File: config.mk
export PLATFORM = sky130hd
export DESIGN_NAME = sum_bcd_converter
export DESIGN_NICKNAME = d
export VERILOG_FILES = /design/src/rtl/sum_bcd_converter.sv
export SDC_FILE = /design/constraint.sdc
export NUM_CORES = 1
export LEC_CHECK = 0
export CAP_MARGIN = 5
export CORE_MARGIN = 4
export CORE_UTILIZATION = 52
export CTS_CLUSTER_DIAMETER = 100
export CTS_CLUSTER_SIZE = 20
export DETAILED_ROUTE_END_ITERATION = 6
export PLACE_DENSITY = 0.8
export RECOVER_POWER = 25
export SKIP_CTS_REPAIR_TIMING = 1
export SYNTH_ARGS = -nofsm -noshare
export SYNTH_HDL_FRONTEND = slang
export SYNTH_SLANG_ARGS = --single-unit
File: constraint.sdc
create_clock -name clk -period 2.3 [get_ports clk]
set_clock_uncertainty 0.2 [all_clocks]
set_input_delay 0.23 -clock clk [delete_from_list [all_inputs] [get_ports clk]]
set_output_delay 0.23 -clock clk [all_outputs]
set_load 0.02 [all_outputs]
File: src/rtl/sum_bcd_converter.sv
// Sequential binary-to-BCD converter (shift-and-add-3). Turns the adder's {cout, s} into
// decimal digits, one shift per clock, with a one-cycle valid pulse on completion.
module sum_bcd_converter #(
  parameter int unsigned IN_W   = 5,
  parameter int unsigned DIGITS = 2
) (
  input  logic                  clk,
  input  logic                  rst_n,
  input  logic                  start,
  input  logic [IN_W-1:0]       bin_in,
  output logic [4*DIGITS-1:0]   bcd_out,
  output logic                  valid,
  output logic                  busy
);

  localparam int unsigned CntW = $clog2(IN_W + 1);
  localparam int unsigned AccW = 4 * DIGITS;

  typedef enum logic [0:0] {StIdle, StShift} state_e;

  state_e              r_state, w_state_next;
  logic [IN_W-1:0]     r_sh, w_sh_next, w_sh_shift;
  logic [AccW-1:0]     r_acc, w_acc_next, w_acc_corr, w_acc_shift;
  logic [AccW-1:0]     r_bcd, w_bcd_next;
  logic [CntW-1:0]     r_cnt, w_cnt_next;
  logic                r_valid, w_valid_next;
  logic [AccW+IN_W-1:0] w_cat;

  // Add-3 correction so each nibble carries into the next one on the shift
  always_comb begin
    w_acc_corr = r_acc;
    for (int unsigned i = 0; i < DIGITS; i++) begin
      if (r_acc[4*i +: 4] >= 4'd5) begin
        w_acc_corr[4*i +: 4] = r_acc[4*i +: 4] + 4'd3;
      end
    end
  end

  always_comb begin
    w_cat       = {w_acc_corr, r_sh} << 1;
    w_acc_shift = w_cat[AccW+IN_W-1:IN_W];
    w_sh_shift  = w_cat[IN_W-1:0];
  end

  always_comb begin
    w_state_next = r_state;
    w_sh_next    = r_sh;
    w_acc_next   = r_acc;
    w_cnt_next   = r_cnt;
    w_bcd_next   = r_bcd;
    w_valid_next = 1'b0;
    unique case (r_state)
      StIdle: begin
        if (start) begin
          w_sh_next    = bin_in;
          w_acc_next   = '0;
          w_cnt_next   = CntW'(IN_W);
          w_state_next = StShift;
        end
      end
      StShift: begin
        w_sh_next  = w_sh_shift;
        w_acc_next = w_acc_shift;
        w_cnt_next = r_cnt - CntW'(1);
        if (r_cnt == CntW'(1)) begin
          w_bcd_next   = w_acc_shift;
          w_valid_next = 1'b1;
          w_state_next = StIdle;
        end
      end
      default: w_state_next = StIdle;
    endcase
  end

  always_ff @(posedge clk) begin
    if (!rst_n) begin
      r_state <= StIdle;
      r_sh    <= '0;
      r_acc   <= '0;
      r_cnt   <= '0;
      r_bcd   <= '0;
      r_valid <= 1'b0;
    end else begin
      r_state <= w_state_next;
      r_sh    <= w_sh_next;
      r_acc   <= w_acc_next;
      r_cnt   <= w_cnt_next;
      r_bcd   <= w_bcd_next;
      r_valid <= w_valid_next;
    end
  end

  assign bcd_out = r_bcd;
  assign valid   = r_valid;
  assign busy    = (r_state == StShift);

endmodule

# After elaboration in Yosys (flattened, before gate mapping)
# Index checks and enable logic that the tools add are counted.
dict set report totals {
  reg_bits 26
  latchBits 0
  ram_bits 0
  rom_bits 0
  inputBits 8
  output_inout_bits 10
  elab_cells 28
  n_memories 0
}
dict set report op_classes {
  addsub 3
  multipliers 0
  div_mod_pow 0
  order_cmp 2
  eq_ne 2
  shift 0
  n_mux 12
  n_bitwise 1
  reduce_logical 2
}
# cell n
set op_table {}
lappend op_table {{$pmux W8 S2} 1}
lappend op_table {{$pmux W5 S2} 1}
lappend op_table {{$ge A4 B3 Y1 const B} 2}
lappend op_table {{$mux W8} 1}
lappend op_table {{$mux W3} 2}
lappend op_table {{$pmux W3 S2} 1}
lappend op_table {{$mux W5} 1}
lappend op_table {{$add A4 B2 Y4 const B} 1}
lappend op_table {{$mux W4} 1}
lappend op_table {{$reduce_and A2 Y1} 2}
lappend op_table {{$add A3 B2 Y3 const B} 1}
lappend op_table {{$eq A3 B1 Y1 const B} 1}
lappend op_table {{$mux W1} 3}
lappend op_table {{$sub A3 B1 Y3 const B} 1}
lappend op_table {{$ne A2 B2 Y1 const B} 1}
lappend op_table {{$pmux W1 S2} 1}
lappend op_table {{$not A1 Y1} 1}

# Depth between registers and ports, before layout
# Gate-level depths: netlist (run 1).
dict set report logic_depth {
  depth_word 3
  ltp_mapped 6
  depth_no_buf 6
}

# Least setup slack after synthesis (run 1)
# No wires, ideal clock.
dict set report synth_timing {
  kind {flip-flop to flip-flop}
  startpoint {reg r_acc[4]}
  endpoint {reg r_acc[5]}
  setup_time_ns 0.095
  t_arrival_ns 1.398
  required_ns 2.005
  setup_slack_ns 0.607
  path_stages_with_launch 7
  n_path_buf 0
  period_less_slack_ns 1.693
  cell_sequence {dfxtp_1 -> inv_1 -> ha_1 -> nand2b_1 -> a21oi_2 -> or4b_1 -> o311ai_1}
}
dict set report synth_between {
  elab_chain_len 3
  elab_cells_between_ends 4
  classes_between {1 x add/sub; 1 x order compare; 2 x mux}
}
# item line
set synth_lines {}
lappend synth_lines {{from (decl)} 23} ;# logic [AccW-1:0] r_acc, w_acc_next, w_acc_corr, w_acc_shift;
lappend synth_lines {{from (signal assigned)} 86} ;# r_acc <= w_acc_next;
lappend synth_lines {{$ge A4 B3 Y1 / $add A3 B2 Y3 (equally long branches)} {33, 34}}
lappend synth_lines {{$mux W3 *} 33} ;# if (r_acc[4*i +: 4] >= 4'd5) begin
lappend synth_lines {{$pmux W8 S2 *} 52} ;# unique case (r_state)
# Mark *: on every way between the ends. The rest lies on a longest branch, timed or not.
# A chain may end at the register's enable or synchronous reset.

# Worst setup path after layout (run 1)
dict set report layout_timing {
  startpoint {reg r_acc[0]}
  endpoint {reg r_acc[2]}
}
dict set report layout_between {
  elab_chain_len 3
  elab_cells_between_ends 4
  classes_between {1 x add/sub; 1 x order compare; 2 x mux}
}
# item line
set layout_lines {}
lappend layout_lines {{$add A4 B2 Y4 / $ge A4 B3 Y1 (equally long branches)} {34, 33}}
lappend layout_lines {{$mux W4 *} 33}
lappend layout_lines {{$pmux W8 S2 *} 52}
# Marked as above.

==> summary.txt, run 1 <==
largest cells by area after synthesis -> dfxtp_1 45%, ha_1 6.4%, a21oi_1 5.6%
Buf/Inv on CP -> 1
CP Cell Sequence -> inv_1, ha_1, nand2b_1, a21oi_1, mux2_2, o32ai_1
WP data arrival -> 1910 ps
root buf cell -> clkbuf_4
DR iter-0 viols -> 10
post-layout min period -> 1896 ps
fillers -> 186
Avg Inst Size Synth -> 8.989 µm²
RSZ-0062 raised after global routing -> no
ant diodes -> 0
reg2reg start -> r_acc[0]
FF+latch count, synth -> 26
Worst Setup SP -> r_acc[0]
clk sinks -> 26
Final TNS setup -> 0 ps
htree depth -> 1
critical path type -> reg -> reg
crit path capture -> r_acc[2]
initial antenna violation count -> 0
clk_lat worst skew -> 310 ps
# setup viols final -> 0
critical path peak fanout -> 5
Pwr Density -> 570.1 mW/mm²
Tot Pwr -> 0.7867 mW
Die X-Extent -> 55.41 µm
TritonCTS clock tree -> done
core area -> 0.002042 mm²
detailed placer's ending HPWL -> 1.607 mm
Commonest cells post-synth -> 26 x dfxtp_1, 13 x a21oi_1, 12 x nor2_1
via count -> 945
initial core utilization -> 57.23%
nets -> 162
post-synthesis sequential area ratio -> 44.54%
cell internal pwr -> 0.5995 mW
layout cells sized above 1 -> 6.122%
WL/cell -> 12.53 µm
vias in the first global route -> 869
Final Max Slew Viols -> 0
io pins -> 18
multiplexer share of the synthesized area -> 6.210%
Final Hold Viols -> 0
slowest CP cell -> mux2_2
fmax -> 0.5273 GHz
Total GRT Usage -> 15.15%
ANT nets after route -> 0
CP endpoint kind -> flip-flop
CP max stage delay -> 380 ps
Area Growth Syn to Fin -> 18.09%
Clk pwr share -> 28.4%
Net Switching -> 0.1872 mW
drc violations -> 0
Syn. warnings -> 0
worst rel slew slack -> 64.20%
worst min-delay path category -> reg -> reg
CP top delay family -> compound AO/OA/AOI/OAI gates
top-area cell type share of the netlist area -> 44.54%
largest net degree at the start of global routing -> 31
Rows -> 16
Vias/cell -> 5.431
Cell variety after synth -> 27
startpoint type of the worst setup path -> flip-flop
Leak Pwr -> 0.5064 nW
largest family of logic cells by synthesized area -> simple AND/OR/NAND/NOR gates
Switching Fraction -> 23.79%
EDFF count, synth -> 0
asr flop ratio synth -> 0%
Hold Path Stages -> 2
fin worst setup slack -> 403.5 ps
Reg2Reg Depth -> 6
Post-Synthesis Cell Area -> 0.001169 mm²
Synth Area in XOR/XNOR -> 1.499%
Max VDD drop -> 438.9 µV
worst slew pin tran -> 535.2 ps
worst slack, placed -> 361.0 ps
most common cell in the netlist -> dfxtp_1
Worst path depth -> 6
R2R setup slack -> 400 ps
total CTS buffers -> 3
max cap viols -> 0
synthesized net count -> 144
Synth Area in Adders -> 6.424%
Die ar. -> 0.003070 mm²
final period utilization -> 82.46%
status -> finished, final reports clean
Vert. Die Dim -> 55.41 µm
total wire length -> 2.180 mm
Comb pwr share -> 11.5%
Clock Pin Slew Worst Setup and Hold Paths -> 130 ps
PortBufs -> 17
CP Data Required Time -> 2320 ps
GPL Wtd Cong -> 0.8326
First-pass DRT Iterations -> 4
clk buf depth -> 2
Primary FF master, synth -> dfxtp_1
grt ovf -> 0
area leader, netlist -> dfxtp_1
end of the worst register-to-register path -> r_acc[2]
first-pass GRT wire length -> 3.815 mm
Syn Inst Count -> 130
post-synthesis simple-gate area fraction -> 17.45%
sequential fraction of design power -> 60.0%
Synth Area in Compound Gates -> 17.24%
## sequential cells by signal, summed over array words and instances, names as in the netlist
name and flops:
bcd_out 8, busy 1, r_acc 8, r_cnt 3, r_sh 5, valid 1
## per-layer routing
| metal | track usage, % | wire, µm | up-vias |
|---|---|---|---|
| met1 | 19.12 | 1031 | 431 |
| met2 | 25.51 | 1030 | 24 |
| met5 | 0 | 0 | - |
| li1 | - | - | 486 |
| met3 | 2.331 | 90 | 4 |
| met4 | 6.250 | 28 | 0 |
## stage by stage
step	utilization (%)	area [µm²]	hold WS (ps)	std cells
floorplan	-	1169	177.2	130
global placement	65.81	1344	237.7	170
detailed placement	65.81	1344	245.0	170
CTS	67.59	1380	273.2	174
global route	67.59	1380	298.4	174
finish	67.59	1380	266.4	174
## worst min path at each step
stage / start / slack, ps / endpoint
finish: bcd_out[4] / 270 / bcd_out[4]
floorplan: bin_in[0] / 180 / r_sh[0]
detailed placement: bcd_out[4] / 240 / bcd_out[4]
CTS: bcd_out[1] / 270 / bcd_out[1]
global placement: bcd_out[4] / 240 / bcd_out[4]
global route: bcd_out[2] / 300 / bcd_out[2]
## final cells by class
cell class	count	area, µm²	area share (%)
tap	27	33.78	2.448
multi-input combinational	88	570.5	41.34
sequential	26	520.5	37.72
timing repair buffer	18	177.7	12.87
clock buffer	4	36.28	2.629
inverter	11	41.29	2.992
## power groups by stage
stage	clock, mW	combinational (mW)	sequential [mW]
3_3_place_gp	0	0.0872	0.482
2_1_floorplan	0	0.0621	0.483
6_report	0.224	0.0907	0.472
5_1_grt	0.242	0.103	0.474
4_1_cts	0.229	0.0912	0.472
3_5_place_dp	0	0.0907	0.482
## cell usage in the layout, fill, tap and decap left out
cell type | synthesis | routed
clkdlybuf4s50_1 | 0 | 16
ha_1 | 6 | 6
mux2_2 | 2 | 2
a22o_1 | 1 | 1
nand2b_1 | 5 | 5
inv_1 | 11 | 11
nand4_1 | 1 | 1
nor3_1 | 2 | 2
mux2i_1 | 5 | 5
a311oi_1 | 1 | 1
dfxtp_1 | 26 | 26
or3_1 | 1 | 1
a211oi_1 | 1 | 1
nor2_1 | 12 | 12
nand3_1 | 3 | 3
a21oi_2 | 2 | 2
clkbuf_8 | 0 | 1
a21oi_1 | 13 | 13
nor3b_1 | 5 | 5
o32ai_1 | 4 | 4
or4b_1 | 1 | 1
nand2_1 | 8 | 8
dlygate4sd3_1 | 0 | 1
buf_4 | 0 | 1
nor2b_1 | 2 | 2
o21ai_0 | 10 | 10
xnor2_1 | 2 | 2
clkbuf_4 | 0 | 3
o311ai_1 | 1 | 1
## tightest hold or removal path, cell delays in order (launching register included)
cell and delay (ps):
dfxtp_1 350, nand2_1 40, o21ai_0 50
## cell families after synthesis
family	after synthesis
XOR/XNOR	2
multiplexers	7
AND/OR/NAND/NOR	40
buffers and inverters	16
AO/OA/AOI/OAI	33
flip-flops	26
adder cells (fa/ha/maj)	6
No activity file was read; power rests on OpenSTA's default activity.
==> inputs of run 2 (changes only) <==
- CORE_UTILIZATION: 52 -> 47
- PLACE_DENSITY: 0.8 -> 0.77
- clock period: 2.3 -> 1.55 ns (I/O delays scaled with it)
==> summary.txt, run 2 (synthesis results as in run 1) <==
grt ovf -> 0
largest net degree at the start of global routing -> 16
core area -> 0.002297 mm²
PortBufs -> 17
nets -> 184
Final Hold Viols -> 0
WL/cell -> 13.94 µm
commonest non-fill, non-tap cell in the layout -> buf_4
First-pass DRT Iterations -> 3
Die X-Extent -> 57.87 µm
CP Data Required Time -> 1580 ps
# setup viols final -> 6
dpl cells -> 189
total CTS buffers -> 3
vias in the first global route -> 995
worst min-delay path category -> in -> reg
startpoint type of the worst setup path -> flip-flop
worst slew pin tran -> 317.2 ps
fillers -> 168
clk buf depth -> 2
total wire length -> 2.747 mm
ANT nets after route -> 0
final std cells w/o fill -> 197
initial antenna violation count -> 0
GPL Wtd Cong -> 0.7886
Pwr Density -> 769.3 mW/mm²
layout cells sized above 1 -> 32.54%
clk sinks -> 26
max cap viols -> 0
Die ar. -> 0.003348 mm²
Vias/cell -> 5.365
io pins -> 18
first-pass GRT wire length -> 4.071 mm
Rows -> 17
detailed placer's ending HPWL -> 1.924 mm
critical path type -> reg -> reg
Clock Pin Slew Worst Setup and Hold Paths -> 150 ps
via count -> 1057
fin worst setup slack -> -129.5 ps
worst rel slew slack -> 78.83%
Area Growth Syn to Fin -> 49.14%
root buf cell -> clkbuf_4
most frequent cells in the layout -> 22 x buf_4, 21 x dfxtp_1, 12 x a21oi_1, 12 x nor2_1, 10 x dlymetal6s2s_1
critical path peak fanout -> 4
RSZ-0062 raised after global routing -> yes
drc violations -> 0
worst slack, placed -> -81.05 ps
DR iter-0 viols -> 15
Total GRT Usage -> 15.25%
clk_lat worst skew -> 320 ps
failing checks -> setup timing
post-layout min period -> 1680 ps
fmax -> 0.5954 GHz
ant diodes -> 0
Max VDD drop -> 696.7 µV
TritonCTS clock tree -> done
Leak Pwr -> 0.8422 nW
Vert. Die Dim -> 57.87 µm
final period utilization -> 108.4%
status -> finished with violations
WP data arrival -> 1710 ps
Final Max Slew Viols -> 0
initial core utilization -> 50.87%
CP endpoint kind -> flip-flop
htree depth -> 1
-- run 2: changes by cell type in the layout (fill, tap and decap cells not counted), sizes merged --
cell and change:
clkdlybuf4s50 -10, dlymetal6s2s +10, buf +22, bufinv +1, clkbuf -1
-- run 2: stage by stage --
stage	total power, mW	hold slack (ps)	TNS (ps)	util [%]	cell area, µm²
after floorplan	0.8125	102.2	-2.719	-	1229
after global placement	0.8695	235.4	-30.69	67.05	1540
after detailed placement	0.8778	244.9	-288.1	67.05	1540
after CTS	1.349	244.0	-1612	69.34	1593
after global routing	1.398	236.2	-741.3	75.87	1743
final	1.341	246.4	-415.8	75.87	1743
-- run 2: path summary, 6_finish.rpt --
check	from	end	slack [ps]	cells after the start
worst max-delay path	r_acc[4]	r_acc[5]	-130	6
worst min-delay path	bin_in[0]	r_sh[0]	250	3
worst max register to register	r_acc[4]	r_acc[5]	-130	6
worst min register to register	bcd_out[1]	bcd_out[1]	270	2
-- run 2: report_power, final --
group | internal (mW) | switching [mW] | total [mW] | leakage, nW
sequential | 0.686 | 0.0145 | 0.700 | 0.214
clock | 0.262 | 0.208 | 0.469 | 0.0279
combinational | 0.0837 | 0.0873 | 0.171 | 0.600
total | 1.03 | 0.310 | 1.34 | 0.842
-- run 2: layout make-up --
cell class / instances / area (µm²) / area share [%]
clock buffers: 3 / 22.52 / 1.292
clock inverters: 1 / 30.03 / 1.723
repair buffers: 40 / 371.6 / 21.32
inverters: 11 / 46.29 / 2.656
flip-flops and latches: 26 / 531.8 / 30.51
multi-input cells: 88 / 705.7 / 40.49
well taps: 28 / 35.03 / 2.010
-- run 2: worst max-delay path, stage by stage (launching register included) --
cell and delay, ps:
dfxtp_4 400, inv_2 60, ha_4 160, nand2b_4 70
a21oi_4 70, or4b_4 530, o311ai_2 100
-- run 2: layer usage --
| metal | GRT usage, % | share of wire, % | up-vias |
|---|---|---|---|
| li1 | - | - | 533 |
| met1 | 17.26 | 41 | 492 |
| met2 | 28.06 | 52 | 26 |
| met3 | 4.009 | 5.2 | 6 |
| met4 | 3.974 | 1.8 | 0 |
| met5 | 0 | 0 | - |
